--- config.mk ---
export PLATFORM = sky130hd
export DESIGN_NAME = axi_slave_read_responder
export DESIGN_NICKNAME = d
export VERILOG_FILES = /design/src/rtl/axi_slave_read_responder.sv
export SDC_FILE = /design/constraint.sdc
export NUM_CORES = 1
export LEC_CHECK = 0
export ABC_AREA = 1
export CORE_ASPECT_RATIO = 0.9
export CORE_MARGIN = 8
export CORE_UTILIZATION = 46
export CTS_CLUSTER_DIAMETER = 100
export DETAILED_ROUTE_END_ITERATION = 10
export PLACE_DENSITY_LB_ADDON = 0.08
export SETUP_SLACK_MARGIN = 0.5
export SLEW_MARGIN = 10
export SYNTH_ARGS = -nofsm -noshare
export SYNTH_HDL_FRONTEND = slang
export SYNTH_SLANG_ARGS = --single-unit
--- constraint.sdc ---
create_clock -name ACLK -period 1.8 [get_ports ACLK]
set_input_delay 0.18 -clock ACLK [delete_from_list [all_inputs] [get_ports ACLK]]
set_output_delay 0.18 -clock ACLK [all_outputs]
set_load 0.03 [all_outputs]
--- src/rtl/axi_slave_read_responder.sv ---
// AXI slave read responder: one outstanding AR, 1-cycle-latency SRAM fetch per beat, R burst with RLAST.
// Define AXI_RD_RANGE_CHK_EN to return DECERR (no SRAM access) for beats at word addresses >= MEM_WORDS.
module axi_slave_read_responder #(
    parameter int unsigned ID_W      = 8,
    parameter int unsigned DATA_W    = 32,
    parameter int unsigned ADDR_W    = 32,
    parameter int unsigned MEM_AW    = 14,
    parameter int unsigned MEM_WORDS = 16384
) (
    input  logic              ACLK,
    input  logic              ARESETn,
    input  logic [ID_W-1:0]   ARID,
    input  logic [ADDR_W-1:0] ARADDR,
    input  logic [3:0]        ARLEN,
    input  logic [2:0]        ARSIZE,
    input  logic [1:0]        ARBURST,
    input  logic              ARVALID,
    output logic              ARREADY,
    output logic [ID_W-1:0]   RID,
    output logic [DATA_W-1:0] RDATA,
    output logic [1:0]        RRESP,
    output logic              RLAST,
    output logic              RVALID,
    input  logic              RREADY,
    output logic              mem_ce,
    output logic [MEM_AW-1:0] mem_addr,
    input  logic [DATA_W-1:0] mem_rdata
);

    typedef enum logic [1:0] {IDLE, FETCH, CAPT, RESP} state_e;

    localparam logic [1:0] RESP_OKAY   = 2'b00;
    localparam logic [1:0] RESP_DECERR = 2'b11;
    localparam logic [1:0] BURST_FIXED = 2'b00;
    localparam logic [1:0] BURST_WRAP  = 2'b10;
    localparam logic [1:0] BURST_RSVD  = 2'b11;

    state_e              state_q, state_d;
    logic [ID_W-1:0]     id_q;
    logic [MEM_AW-1:0]   addr_q;
    logic [3:0]          len_q;
    logic [3:0]          beat_q;
    logic [1:0]          burst_q;
    logic                arready_q;
    logic                rvalid_q;
    logic                rlast_q;
    logic [ID_W-1:0]     rid_q;
    logic [DATA_W-1:0]   rdata_q;
    logic [1:0]          rresp_q;
    logic [MEM_AW-1:0]   mem_addr_q;
    logic [MEM_AW-1:0]   addr_nxt;
    logic                ar_hs;
    logic                r_hs;
    logic                oor;
    logic                unused_ok;

    assign ar_hs = ARVALID && arready_q && (state_q == IDLE);
    assign r_hs  = rvalid_q && RREADY;

`ifdef AXI_RD_RANGE_CHK_EN
    assign oor       = ({{(32-MEM_AW){1'b0}}, addr_q} >= MEM_WORDS);
    assign unused_ok = ^{ARSIZE, ARADDR};
`else
    assign oor       = 1'b0;
    assign unused_ok = ^{ARSIZE, ARADDR, MEM_WORDS};
`endif

    // WRAP keeps the high bits and wraps the low log2(len+1) bits; non power-of-two lengths fall back to INCR.
    function automatic logic [MEM_AW-1:0] next_addr(input logic [MEM_AW-1:0] a,
                                                     input logic [3:0]        len,
                                                     input logic [1:0]        burst);
        logic [MEM_AW-1:0] mask;
        logic [MEM_AW-1:0] inc;
        mask = MEM_AW'(len);
        inc  = a + 1'b1;
        if (burst == BURST_FIXED) begin
            next_addr = a;
        end else if ((burst == BURST_WRAP) && (len != 4'd0) && ((len & (len + 4'd1)) == 4'd0)) begin
            next_addr = (a & ~mask) | (inc & mask);
        end else begin
            next_addr = inc;
        end
    endfunction

    assign addr_nxt = next_addr(addr_q, len_q, burst_q);

    always_ff @(posedge ACLK or negedge ARESETn) begin
        if (!ARESETn) begin
            state_q <= IDLE;
        end else begin
            state_q <= state_d;
        end
    end

    always_comb begin
        state_d = state_q;
        case (state_q)
            IDLE: begin
                if (ar_hs) begin
                    state_d = (ARBURST == BURST_RSVD) ? RESP : FETCH;
                end
            end
            FETCH: state_d = CAPT;
            CAPT:  state_d = RESP;
            RESP: begin
                if (r_hs) begin
                    if (rlast_q) begin
                        state_d = IDLE;
                    end else if (burst_q == BURST_RSVD) begin
                        state_d = RESP;
                    end else begin
                        state_d = FETCH;
                    end
                end
            end
            default: state_d = IDLE;
        endcase
    end

    always_comb begin
        mem_ce = 1'b0;
        if ((state_q == FETCH) && !oor) begin
            mem_ce = 1'b1;
        end
    end

    always_ff @(posedge ACLK or negedge ARESETn) begin
        if (!ARESETn) begin
            arready_q  <= 1'b0;
            rvalid_q   <= 1'b0;
            rlast_q    <= 1'b0;
            rid_q      <= '0;
            rdata_q    <= '0;
            rresp_q    <= RESP_OKAY;
            mem_addr_q <= '0;
            id_q       <= '0;
            addr_q     <= '0;
            len_q      <= '0;
            beat_q     <= '0;
            burst_q    <= '0;
        end else begin
            arready_q <= (state_d == IDLE);
            rvalid_q  <= (state_d == RESP);
            if (ar_hs) begin
                id_q    <= ARID;
                addr_q  <= ARADDR[MEM_AW+1:2];
                len_q   <= ARLEN;
                burst_q <= ARBURST;
                beat_q  <= '0;
                if (ARBURST == BURST_RSVD) begin
                    rid_q   <= ARID;
                    rdata_q <= '0;
                    rresp_q <= RESP_DECERR;
                    rlast_q <= (ARLEN == 4'd0);
                end else begin
                    mem_addr_q <= ARADDR[MEM_AW+1:2];
                end
            end
            if (state_q == CAPT) begin
                rid_q   <= id_q;
                rdata_q <= oor ? '0 : mem_rdata;
                rresp_q <= oor ? RESP_DECERR : RESP_OKAY;
                rlast_q <= (beat_q == len_q);
            end
            if (r_hs && !rlast_q) begin
                beat_q <= beat_q + 4'd1;
                addr_q <= addr_nxt;
                if (burst_q == BURST_RSVD) begin
                    rlast_q <= ((beat_q + 4'd1) == len_q);
                end else begin
                    mem_addr_q <= addr_nxt;
                end
            end
        end
    end

    assign ARREADY  = arready_q;
    assign RVALID   = rvalid_q;
    assign RLAST    = rlast_q;
    assign RID      = rid_q;
    assign RDATA    = rdata_q;
    assign RRESP    = rresp_q;
    assign mem_addr = mem_addr_q;

endmodule

; Word level (Yosys, flattened, before mapping)
; Index checks and enable logic that the tools add are counted.
[totals]
register_bits = 93
input_bits = 85
output_inout_bits = 60
wordCells = 78
[op_classes]
n_addsub = 3
eq_ne = 9
muxes = 31
bitwise_logic = 5
reduce_logical = 17
[op_table]
columns = op, count
row1 = $mux 14, 8
row2 = $mux 32, 3
row3 = $mux 8, 3
row4 = $mux 2, 8
row5 = $add 14x1->14 const B, 1
row6 = $and 14x14->14, 1
row7 = $and 14x4->14, 1
row8 = $not 4->14, 1
row9 = $or 14x14->14, 1
row10 = $eq 2x2->1 const B, 6
row11 = $add 4x1->4 const B, 2
row12 = $eq 4x4->1, 2
row13 = $logic_not 4->1, 2
row14 = $mux 4, 2
row15 = $pmux 2 s4, 1
row16 = $logic_and 1x1->1, 6
row17 = $logic_not 2->1, 3
row18 = $mux 1, 6
row19 = $reduce_bool 2->1, 3
row20 = $and 4x4->4, 1
row21 = $reduce_bool 4->1, 1
row22 = $eq 2x1->1 const B, 1
row23 = $reduce_and 2->1, 1
row24 = $logic_not 1->1, 1

; Longest topological paths before layout
; Gate-level depths: netlist of the first run.
[depth]
depth_word = 8
depth_mapped = 10
mapped_depth_nobuf = 10

; Worst setup path before layout of the first run
; Ideal clock, no wire load.
[synth_path]
path_kind = reg2reg
from = reg arready_q, in the netlist ARREADY
to = reg mem_addr_q[10], in the netlist mem_addr[10]
setup_time_ns = 0.121
t_arrival_ns = 1.511
required_ns = 1.679
slack_ns = 0.169
stages_incl_launch_ff = 9
path_buffers = 1
synth_period_minus_slack_ns = 1.631
path_cell_list = dfrtp_1 nand2_1 nor3_4 nand2_1 buf_2 nor2_1 nor2_1 o21ai_0 nand2_1
[synth_between]
elab_chain_len = 5
[synth_lines]
columns = element, line
row1 = start: declaration, 44  ; logic arready_q;
row2 = start signal: assignment, 142  ; arready_q <= (state_d == IDLE);
row3 = $logic_and 1x1->1 * (2 in a row), 57  ; assign ar_hs = ARVALID && arready_q && (state_q == IDLE);
row4 = $mux 14 *, 144  ; if (ar_hs) begin
row5 = $mux 14, 168  ; if (burst_q == BURST_RSVD) begin
row6 = $mux 14 *, 165  ; if (r_hs && !rlast_q) begin
row7 = end signal: assignment, 156  ; mem_addr_q <= ARADDR[MEM_AW+1:2];
row8 = end signal: assignment, 171  ; mem_addr_q <= addr_nxt;
row9 = end: declaration, 50  ; logic [MEM_AW-1:0] mem_addr_q;
; Mark *: on every way between the ends. The rest lies on a longest branch, timed or not.
; A chain may end at the register's enable or synchronous reset.

; Final worst setup path of the first run
[layout_path]
from = reg state_q[1]
to = reg mem_addr_q[0], in the netlist mem_addr[0]
[layout_between]
elab_chain_len = 5
[layout_lines]
columns = element, line
row1 = start: declaration, 38  ; state_e state_q, state_d;
row2 = start signal: assignment, 91  ; state_q <= state_d;
row3 = $logic_not 2->1 *, 57
row4 = $logic_and 1x1->1 *, 57
row5 = $mux 14 *, 144
row6 = $mux 14, 168
row7 = $mux 14 *, 165
; Marked as above.

==> results of run 1 <==
## worst paths after layout
| check | start | to | slack (ns) | cells past startpoint |
|---|---|---|---|---|
| worst min register to register | id_q[3] | id_q[3] | 0.49 | 2 |
| min in group ACLK | mem_rdata[10] | RDATA[10] | 0.34 | 3 |
| worst max-delay path | state_q[1] | mem_addr[0] | 0.24 | 8 |
| worst min-delay path | ARESETn | mem_addr[1] | 0.32 | 2 |
| worst max register to register | state_q[1] | mem_addr[0] | 0.24 | 8 |
| max in group asynchronous | ARESETn | RLAST | 0.81 | 3 |
## flip-flops by register name, summed over array words and instances (netlist names)
signal    flops
burst_q       2
RLAST         1
mem_addr     14
beat_q        4
RVALID        1
state_q       2
len_q         4
RID           8
addr_q       14
RRESP         1
RDATA        32
ARREADY       1
id_q          8
## cell families (layout without fill, tap and decap cells)
logic type	count (synthesis)	count (layout)
compound gates	60	60
xor+xnor	10	10
flops	92	92
fa+ha+maj	2	2
simple gates	324	326
buf+inv	66	252
## power by group
group	switching [mW]	internal, mW	leakage, nW
clock network	0.758	0.686	0.0999
logic	3.67	2.47	2.23
registers	0.802	3.00	1.16
## cells in the mapped netlist, types with 3 or more instances
cell type  number
buf_1           3
a22oi_1        12
o211ai_1        3
o21ai_0        27
nor3_1          3
nor2_1         47
xnor2_1         4
a21oi_1         6
xor2_1          6
nand2_1       194
buf_2           4
inv_1          41
dfrtp_1        92
nand4_1         8
buf_4           4
nand2_2         3
clkbuf_1       11
nand3_1        63
a31oi_1         8
## through the flow
step                      hold WS (ns)   util  worst slack (ns)  total power, mW  TNS, ns
after floorplan                 -0.116      -             0.296             6.75        0
after global placement           0.167  0.627           -0.0209             8.67   -0.120
after detailed placement         0.175  0.627           -0.0433             8.81   -0.397
after CTS                        0.325  0.728             0.252             10.8        0
after global routing             0.339  0.775             0.204             12.1        0
final                            0.319  0.775             0.240             11.4        0
## per-layer routing
metal | up-vias | track usage | wire, um
met5 | - | 0 | 0
met4 | 0 | 0.0830 | 460
met3 | 38 | 0.0813 | 1110
met2 | 141 | 0.381 | 7730
met1 | 2225 | 0.236 | 5820
li1 | 2163 | - | -
## final cells by class
cell class	count	share of cell area
Multi-Input combinational cell	398	0.341
Sequential cell	92	0.314
Timing Repair Buffer	191	0.269
Inverter	44	0.0259
Tap cell	126	0.0214
Clock buffer	11	0.0192
Clock inverter	5	0.00817
Timing Repair inverter	1	0.00119
## what timing repair did
action                     in CTS  in global routing
hold endpoints to repair       34                  0
cloned                          8                  3
setup buffers                  24                 10
hold buffers                    1                  0
gates resized for setup       252                139
setup endpoints to repair     136                115
pin swaps                      36                 33
==> flow_summary.json, run 1 <==
{
  "fp.dieH_um": 109,
  "layout_commonest_cell": "nand2_1",
  "antennaDiodeCount": 0,
  "netlist.area_leader.share": 0.523,
  "final-hold-violation-count": 0,
  "hold_class": "in2async",
  "syn-instance-count": 554,
  "vdd.ir_drop.worst_v": 0.00108,
  "synth_edf_count": 0,
  "netlist_area_um2": 4400,
  "synth-xor-area-share": 0.0199,
  "run_status": "complete, no violations",
  "clock_latency_ns": 0.36,
  "synthAdderAreaFrac": 0.00568,
  "synth-async-reset-ratio": 1.00,
  "syn_area_per_cell_um2": 7.95,
  "cts.path.max_buffers": 2,
  "cp.arrival_ns": 1.82,
  "ant_nets": 0,
  "start_kind": "flop",
  "power.density_nw_per_um2": 1550,
  "critPathMaxStageDelay_ns": 0.45,
  "synth_compound_area_frac": 0.0816,
  "vias": 4567,
  "period_needed_ns": 1.56,
  "worst-setup-path-type": "reg2reg",
  "stdcell_count": 868,
  "synth_ff_type": "dfrtp_1",
  "cap_violations": 0,
  "drt-total-wl_mm": 15.1,
  "slowest_stage": "dfrtp_2",
  "max_slew.worst_pin.slew_ns": 0.487,
  "yosysUniqueCellTypes": 31,
  "synth_top_family_by_area": "simple AND/OR/NAND/NOR gates",
  "finalNetCount": 824,
  "drcViolationCount": 0,
  "period_share": 0.867,
  "track_usage": 0.217,
  "leakagePower_nw": 3.49,
  "synth_area_leaders": "dfrtp_1, nand2_1, nand3_1",
  "multi_input_comb_area_um2": 2510,
  "grt_first_pass_wirelength_mm": 22.7,
  "syn_to_final_growth_pct": 67.0,
  "grt_start_max_net_pins": 42,
  "cp_top_family": "buffers and inverters",
  "clkTransAtPathRegs_ns": 0.09,
  "gp_congestion": 0.860,
  "num_rows": 34,
  "synth_mux_area_frac": 0,
  "finalClockSkew_ns": 0.0126,
  "globalRoute.totalOverflow": 0,
  "worstSetupEndpointType": "flop",
  "routedWlPerCell_um": 17.4,
  "placed_cell_area_um2": 5950,
  "yosysTopAreaCell": "dfrtp_1",
  "tritoncts": "done",
  "rsz0062_at_grt": "yes",
  "dp.cells": 806,
  "fin_area_um2": 7350,
  "setup_violations": 0,
  "cts_max_level": 3,
  "yosysWarnings": 0,
  "grt_pass1_vias": 4685,
  "dr.pass1.iters": 4,
  "worstPathRequired_ns": 2.06,
  "cp_cell_sequence": "nor3_4 -> buf_6 -> buf_12 -> nand2_8 -> buf_6 -> buf_6 -> a21oi_4 -> a21oi_2",
  "drive_gt1_frac": 0.379,
  "relSlewSlack": 0.675,
  "synth-seq-area-share": 0.523,
  "path_common_cell": "buf_6",
  "layout_common_cells": "nand2_1, dfrtp_1, clkdlybuf4s50_1",
  "synth-seq-cells": 92,
  "initial_core_util": 0.464,
  "root_buffer": "clkbuf_8",
  "pin_count": 145,
  "syn_nets": 641,
  "coreArea_um2": 9490,
  "cts_sinks": 92,
  "dp_hpwl_mm": 9.00,
  "via_per_inst": 5.26,
  "dr.first_iter.drc_count": 201,
  "regArea_um2": 2310,
  "io_buffers": 123,
  "critPathBufInv": 4,
  "dieWidth_um": 119,
  "dieArea_um2": 13000,
  "cts_buffers": 9,
  "fmax_mhz": 641,
  "maxSlewViolCount": 0,
  "nFillCells": 629,
  "synth-simple-area-share": 0.309,
  "antenna_found_initial": 0,
  "crit_fanout": 6
}
Note: power is estimated with default switching activity, not from simulation.
==> run 2: changes to the inputs <==
CAP_MARGIN = 20   (was default)
==> results of run 2 <==
No change in the layout: final DEF, timing and power equal those of run 1.
